==> config.mk <==
export PLATFORM = sky130hd
export DESIGN_NAME = cal_bus_arb
export DESIGN_NICKNAME = d
export VERILOG_FILES = /design/src/rtl/cal_bus_arb.sv
export SDC_FILE = /design/constraint.sdc
export NUM_CORES = 1
export LEC_CHECK = 0
export CORE_MARGIN = 4
export CORE_UTILIZATION = 29
export CTS_CLUSTER_DIAMETER = 80
export DETAILED_ROUTE_END_ITERATION = 6
export GPL_TIMING_DRIVEN = 0
export PLACE_DENSITY = 0.81
export SLEW_MARGIN = 40
export SYNTH_ARGS = -nofsm -noshare
export SYNTH_HDL_FRONTEND = slang
export SYNTH_SLANG_ARGS = --single-unit
==> constraint.sdc <==
create_clock -name clk -period 2.1 [get_ports clk]
set_input_delay 0.42 -clock clk [delete_from_list [all_inputs] [get_ports clk]]
set_output_delay 0.42 -clock clk [all_outputs]
set_load 0.01 [all_outputs]
==> src/rtl/cal_bus_arb.sv <==
`default_nettype none
// ============================================================================
//  Module      : cal_bus_arb
//  Description : Shared-bus arbiter and master mux between the CPU and the
//                cal_acc accelerator. Grants are registered (one cycle of
//                request-to-grant latency). A one-cycle GAP separates every
//                release from the next grant. Accelerator tenure is bounded
//                to MAX_BURST cycles while a CPU request is pending.
//  Ports       :
//    clk, rst_n                     clock, synchronous active-low reset
//    cpu_req/addr/wdata/write       CPU master request and bus signals
//    cpu_gnt                        CPU grant
//    acc_req/addr/wdata/write       accelerator master request and bus signals
//    arb_res                        accelerator grant
//    mem_rdata                      read data from memory/peripherals
//    bus_addr/wdata/write           shared bus (idle value 0 without grant)
//    bus_rdata                      read data returned to both masters
//    arb_busy                       either grant high
//  Revision    : 1.0  initial release
// ============================================================================
module cal_bus_arb #(
    parameter int MAX_BURST = 16,
    parameter int CNT_W     = 5
) (
    input  logic        clk,
    input  logic        rst_n,
    input  logic        cpu_req,
    input  logic [15:0] cpu_addr,
    input  logic [7:0]  cpu_wdata,
    input  logic        cpu_write,
    output logic        cpu_gnt,
    input  logic        acc_req,
    input  logic [15:0] acc_addr,
    input  logic [7:0]  acc_wdata,
    input  logic        acc_write,
    output logic        arb_res,
    input  logic [7:0]  mem_rdata,
    output logic [15:0] bus_addr,
    output logic [7:0]  bus_wdata,
    output logic        bus_write,
    output logic [7:0]  bus_rdata,
    output logic        arb_busy
);

    typedef enum logic [1:0] {
        S_IDLE = 2'd0,
        S_CPU  = 2'd1,
        S_ACC  = 2'd2,
        S_GAP  = 2'd3
    } state_t;

    localparam logic [CNT_W-1:0] MAX_CNT = CNT_W'(MAX_BURST);

    state_t           state;
    logic             last_acc;   // 1: accelerator owned the bus last
    logic [CNT_W-1:0] burst_cnt;

    logic             want_cpu;
    logic             want_acc;
    logic [CNT_W-1:0] cnt_inc;

    // Tie-break: on a simultaneous request the master that did not own the
    // bus last wins.
    always_comb begin
        want_cpu = cpu_req & (~acc_req | last_acc);
        want_acc = acc_req & (~cpu_req | ~last_acc);
    end

    // burst_cnt holds the number of completed ACC cycles; cnt_inc is the
    // count including the current one, so a preemption decision made on
    // cnt_inc ends tenure after exactly MAX_BURST granted cycles.
    always_comb begin
        cnt_inc = (burst_cnt == MAX_CNT) ? MAX_CNT : burst_cnt + 1'b1;
    end

    always_ff @(posedge clk) begin
        if (!rst_n) begin
            state     <= S_IDLE;
            cpu_gnt   <= 1'b0;
            arb_res   <= 1'b0;
            burst_cnt <= '0;
            last_acc  <= 1'b1;
        end else begin
            unique case (state)
                S_IDLE, S_GAP: begin
                    if (want_cpu) begin
                        state   <= S_CPU;
                        cpu_gnt <= 1'b1;
                        arb_res <= 1'b0;
                    end else if (want_acc) begin
                        state     <= S_ACC;
                        cpu_gnt   <= 1'b0;
                        arb_res   <= 1'b1;
                        burst_cnt <= '0;
                    end else begin
                        state   <= S_IDLE;
                        cpu_gnt <= 1'b0;
                        arb_res <= 1'b0;
                    end
                end
                S_CPU: begin
                    if (!cpu_req) begin
                        state    <= S_GAP;
                        cpu_gnt  <= 1'b0;
                        last_acc <= 1'b0;
                    end
                end
                S_ACC: begin
                    burst_cnt <= cnt_inc;
                    if (!acc_req || (cpu_req && cnt_inc == MAX_CNT)) begin
                        state    <= S_GAP;
                        arb_res  <= 1'b0;
                        last_acc <= 1'b1;
                    end
                end
                default: begin
                    state   <= S_IDLE;
                    cpu_gnt <= 1'b0;
                    arb_res <= 1'b0;
                end
            endcase
        end
    end

    // Bus mux driven only from the registered grants, so an ungranted
    // master's strobe can never reach the bus.
    always_comb begin
        bus_addr  = 16'h0000;
        bus_wdata = 8'h00;
        bus_write = 1'b0;
        if (cpu_gnt) begin
            bus_addr  = cpu_addr;
            bus_wdata = cpu_wdata;
            bus_write = cpu_write;
        end else if (arb_res) begin
            bus_addr  = acc_addr;
            bus_wdata = acc_wdata;
            bus_write = acc_write;
        end
    end

    assign bus_rdata = mem_rdata;
    assign arb_busy  = cpu_gnt | arb_res;

endmodule
`default_nettype wire

==> results_dict.tcl, run 1 <==
set metrics [dict create \
    critPathRequiredTime_ns 1.68 \
    io_buffers 89 \
    grt_pass1_vias 1256 \
    cts-root-buf "clkbuf_4" \
    htreeDepth 1 \
    worstPathCellList "nor2b_1, clkbuf_4, clkbuf_8, a22o_1, dlygate4sd2_1" \
    viasPerCell 4.90 \
    ys_ff_latch 10 \
    placed_area_um2 1900 \
    r2r-start "burst_cnt[0]" \
    grt_max_degree 12 \
    rows 20 \
    maxCapViolations 0 \
    cts.sinks 10 \
    die-area_um2 4270 \
    fin_skew_ns 0.00705 \
    ys_warn_count 0 \
    hold_buffers 0 \
    worst_ep_arrival_time_ns 1.52 \
    synth-async-reset-ratio_pct 0 \
    yosysMostFrequentCell "a22o_1" \
    start_kind "flop" \
    insertion_delay_ns 0.27 \
    hold_viol 0 \
    setup_violations 0 \
    crit_fanout 11 \
    slew_viol_final 0 \
    overflow 0 \
    hold_start "burst_cnt[1]" \
    synth_fp_nets 183 \
    syn_area_per_cell_um2 8.23 \
    worst_slew_pin_slew_ns 0.429 \
    dp_hpwl_mm 3.22 \
    wire_per_inst_um 15.0 \
    drive_gt1_share_pct 12.9 \
    post-route-period-util_pct 92.6 \
    ys_top_cells_by_count "a22o_1 (25), dfxtp_1 (10), buf_4 (8)" \
    antenna_found_initial 0 \
    synth_flop_cell "dfxtp_1" \
    grt_pass1_wl_mm 5.90 \
    syn_to_final_growth_pct 103 \
    nets 278 \
    grt_use_total_pct 18.0 \
    path_class "reg2out" \
    p_leak_uw 0.000857 \
    path_buf_inv 3 \
    max_slew_margin_pct 71.3 \
    antenna_cells 0 \
    syn_inst 116 \
    cts_max_path_buffers 2 \
    post-route-util_pct 62.3 \
    die_y_um 65.4 \
    initial_core_util_pct 30.8 \
    drt_iter0_markers 62 \
    status "finished clean" \
    yosysTopAreaCellShare_pct 22.9 \
    cts_made_buffers 3 \
    cts_tree "yes" \
    dieWidth_um 65.4 \
    clk_pin_slew_ns 0.07 \
    drc 0 \
    gp_congestion 0.863 \
    grt_setup_unrepaired "no" \
    min_period_ns 1.94 \
    hold_path_class "reg2reg" \
    powerDensity_nw_per_um2 737 \
    ys_top_cells_by_area "a22o_1 (23%), dfxtp_1 (21%), ha_1 (6.6%)" \
    peakVddDrop_mv 0.320 \
    netlist_area_um2 955 \
    path_delay_family "buffers and inverters" \
    yosys.cell_types.count 35 \
    postRouteAntennaNets 0 \
    wl_mm 3.81 \
    yosysSeqAreaShare_pct 21.0 \
    fmax_mhz 514 \
    final_area_um2 1930 \
    synth_edf_count 0 \
    worstSetupStartpoint "cpu_gnt" \
    vias 1239 \
    io_pins 98 \
    crit_path_end_kind "output port" \
    yosysTopAreaCell "a22o_1" \
    core_region_area_um2 3100 \
    crit_slowest_cell "dfxtp_4" \
    dr.pass1.iters 4 \
    finalPower_uw 1430 \
    cp_slowest_stage_delay_ns 0.40 \
]
-- per-layer routing --
layer	global-route usage, %	wire (um)
met5	0	0
met3	5.47	256
met1	20.0	1470
met4	6.22	85
met2	32.1	1990
-- worst register-to-register path, stage by stage, from the launching register on --
cell and delay [ns]:
dfxtp_1 0.44, ha_1 0.23, nand2b_1 0.15, a31oi_2 0.13, o41ai_4 0.52, and2_1 0.24
a311oi_2 0.10
-- cell type report --
class / count / area [um^2]
well taps: 44 / 55.1
plain buffers: 14 / 109
clock buffers: 3 / 22.5
fillers: 316 / 1170
flip-flops and latches: 10 / 205
multi-input cells: 84 / 642
inverters: 7 / 26.3
repair buffers: 91 / 875
-- path summary, 6_finish.rpt --
kind                  endpoint  slack (ns)  cells past startpoint
setup / recovery  bus_addr[12]        0.16                      5
hold reg to reg   burst_cnt[1]        0.50                      2
setup reg to reg      state[1]        0.17                      6
hold / removal    burst_cnt[1]        0.50                      2
-- per-stage QoR --
step	TNS (ns)	std cells	setup slack, ns	hold slack [ns]
after global placement	-6.72	249	-0.352	0.476
final	0	253	0.156	0.497
after CTS	0	253	0.146	0.501
after detailed placement	-7.29	249	-0.412	0.491
after global routing	0	253	0.0486	0.528
after floorplan	0	116	0.347	0.462
-- power breakdown --
part           switching (uW)  internal [uW]  leakage, uW
logic                     481            520     0.000761
clock network            65.3           66.2    0.0000138
registers                56.8            236    0.0000828
-- state kept, by name (all words and copies together) (netlist names) --
register	count
burst_cnt	5
state	2
arb_res	1
cpu_gnt	1
last_acc	1
-- timing repair --
action | in CTS | in global routing
gates resized for setup | 38 | 0
endpoints found under the setup margin | 25 | 0
buffers inserted | 2 | 0
-- placed cells by master (no fill, tap or decap), drive strengths merged --
| cell | instances |
|---|---|
| nand2b | 3 |
| xor2 | 1 |
| nor2 | 1 |
| clkdlybuf4s50 | 64 |
| o41ai | 1 |
| a21oi | 8 |
| inv | 7 |
| o31ai | 2 |
| or2 | 1 |
| nor3 | 2 |
| o21a | 1 |
| dfxtp | 10 |
| clkbuf | 9 |
| a21boi | 1 |
| nor2b | 1 |
| nand3 | 3 |
| a31oi | 2 |
| a22oi | 1 |
| xnor2 | 1 |
| a21bo | 1 |
| or3 | 2 |
| o21ai | 5 |
| a311oi | 1 |
| a21o | 1 |
| nand2 | 7 |
| ha | 5 |
| nor3b | 1 |
| and2 | 5 |
| nand4 | 1 |
| dlygate4sd2 | 25 |
| buf | 10 |
| and4bb | 1 |
| a22o | 25 |
-- kinds of logic (layout without fill, tap and decap cells) --
group	after synthesis	after routing	share of synthesized area [%]
compound gates	49	49	42.3
simple gates	28	28	16.5
buf+inv	22	115	11.8
flops	10	10	21.0
fa+ha+maj	5	5	6.55
xor+xnor	2	2	1.84
Note: power is estimated with default switching activity, not from simulation.
==> run 2, diff against run 1 <==
--- a/config.mk
+++ b/config.mk
@@ -10,6 +10,7 @@
 export CTS_CLUSTER_DIAMETER = 80
 export DETAILED_ROUTE_END_ITERATION = 6
 export GPL_TIMING_DRIVEN = 0
+export MAX_ROUTING_LAYER = met4
 export PLACE_DENSITY = 0.81
 export SLEW_MARGIN = 40
 export SYNTH_ARGS = -nofsm -noshare
==> run 2 against run 1 <==
Worst hold slack unchanged. Cell count unchanged. Global-route usage up 0.40 points. First-iteration DRC count unchanged. Clock power about the same. Largest cell class unchanged. Largest power group unchanged. Highest routed layer unchanged.
==> results_dict.tcl, run 2 (synthesized netlist as in run 1, its figures left out) <==
set metrics [dict create \
    status "finished clean" \
    die_y_um 65.4 \
    seq_area_um2 205 \
    crit_slowest_cell "dfxtp_4" \
    nets 278 \
    hold_start "burst_cnt[1]" \
    clk_pin_slew_ns 0.07 \
    peakVddDrop_mv 0.321 \
    path_class "reg2out" \
    grt_setup_unrepaired "no" \
    max_slew_margin_pct 71.3 \
    maxCapViolations 0 \
    final_common_cell "clkdlybuf4s50_1" \
    cts.sinks 10 \
    hold_buffers 0 \
    dieWidth_um 65.4 \
    htreeDepth 1 \
    worst_slew_pin_slew_ns 0.429 \
    p_leak_uw 0.000857 \
    insertion_delay_ns 0.27 \
    die-area_um2 4270 \
    antenna_found_initial 0 \
    post-route-util_pct 62.3 \
    cp_slowest_stage_delay_ns 0.40 \
    final_cell_mix "clkdlybuf4s50_1 (64), a22o_1 (25), dlygate4sd2_1 (25)" \
    gp_congestion 0.877 \
    vias 1241 \
    largestRegisters "burst_cnt (5), state (2)" \
    wl_mm 3.81 \
    min_period_ns 1.94 \
    io_buffers 89 \
    largest_register_ff_count 5 \
    setup_violations 0 \
    finalPower_uw 1430 \
    core_region_area_um2 3100 \
    overflow 0 \
    ff2ff_setup_slack_ns 0.17 \
    dp_hpwl_mm 3.22 \
    post-route-period-util_pct 92.6 \
    holdPathStages 2 \
    ff2ff_path_depth 6 \
    slew_viol_final 0 \
    antenna_cells 0 \
    postRouteAntennaNets 0 \
    crit_fanout 11 \
    wire_per_inst_um 15.0 \
    drive_gt1_share_pct 12.9 \
    grt_pass1_vias 1261 \
    start_kind "flop" \
    hold_end "burst_cnt[1]" \
    initial_core_util_pct 30.8 \
    regMostFlops "burst_cnt" \
    fillerInstances 316 \
    syn_to_final_growth_pct 103 \
    multi_input_area_um2 642 \
    grt_pass1_wl_mm 5.87 \
    cts_max_path_buffers 2 \
    hold_path_class "reg2reg" \
    cts_tree "yes" \
    grt_max_degree 12 \
    hold_viol 0 \
    fmax_mhz 514 \
    worst_ep_arrival_time_ns 1.52 \
    dr.pass1.iters 4 \
    cts-root-buf "clkbuf_4" \
    worstSetupStartpoint "cpu_gnt" \
    drc 0 \
    reg2reg_to "state[1]" \
    cts_made_buffers 3 \
    fin_skew_ns 0.00705 \
    crit_path_end_kind "output port" \
    viasPerCell 4.91 \
    powerDensity_nw_per_um2 737 \
    drt_iter0_markers 62 \
    worstPathCellList "nor2b_1, clkbuf_4, clkbuf_8, a22o_1, dlygate4sd2_1" \
    critPathRequiredTime_ns 1.68 \
    rows 20 \
    io_pins 98 \
    grt_use_total_pct 18.4 \
    r2r-start "burst_cnt[0]" \
]
[run 2: what timing repair did]
action / 4_1_cts / 5_1_grt
endpoints found under the setup margin: 25 / 0
gates resized for setup: 38 / 0
setup buffers: 2 / 0
[run 2: worst max-delay path: cells and delay by family (launching register included)]
kind | cells | cell delay (ns)
buffers and inverters | 3 | 0.61
flip-flops | 1 | 0.40
AO/OA/AOI/OAI | 1 | 0.19
AND/OR/NAND/NOR | 1 | 0.06
[run 2: routing by layer]
layer	part of all wire (%)	vias to the layer above	global-route usage (%)
li1	-	613	-
met1	40	562	20.7
met2	52	56	31.7
met3	4.9	10	3.93
met4	2.9	0	6.99
met5	0	-	-
[run 2: worst max path at each step]
stage	to	slack, ns
2_1_floorplan	bus_addr[0]	0.35
3_3_place_gp	bus_wdata[3]	-0.35
3_5_place_dp	bus_addr[12]	-0.41
4_1_cts	bus_addr[12]	0.15
5_1_grt	state[1]	0.05
6_report	bus_addr[12]	0.16
[run 2: cell type report]
| class | count | area share, % |
|---|---|---|
| Inverter | 7 | 1.36 |
| Sequential cell | 10 | 10.6 |
| Timing Repair Buffer | 91 | 45.2 |
| Clock buffer | 3 | 1.16 |
| Buffer | 14 | 5.63 |
| Multi-Input combinational cell | 84 | 33.2 |
| Tap cell | 44 | 2.85 |
[run 2: through the flow]
step	std cells	worst slack [ns]	cell area [um^2]	hold WS (ns)	TNS (ns)
global placement	249	-0.352	1900	0.476	-6.72
detailed placement	249	-0.412	1900	0.491	-7.29
global route	253	0.0486	1930	0.528	0
finish	253	0.156	1930	0.497	0
floorplan	116	0.347	955	0.462	0
CTS	253	0.146	1930	0.501	0
[run 2: power breakdown]
part           switching (uW)  internal, uW
clock network            65.3          66.2
registers                56.8           236
logic                     481           520
==> run 3, diff against run 2 <==
--- a/config.mk
+++ b/config.mk
@@ -5,6 +5,7 @@
 export SDC_FILE = /design/constraint.sdc
 export NUM_CORES = 1
 export LEC_CHECK = 0
+export CAP_MARGIN = 25
 export CORE_MARGIN = 4
 export CORE_UTILIZATION = 29
 export CTS_CLUSTER_DIAMETER = 80
==> results of run 3 <==
Same layout as run 2: the final DEF is identical, and so are final timing and power.
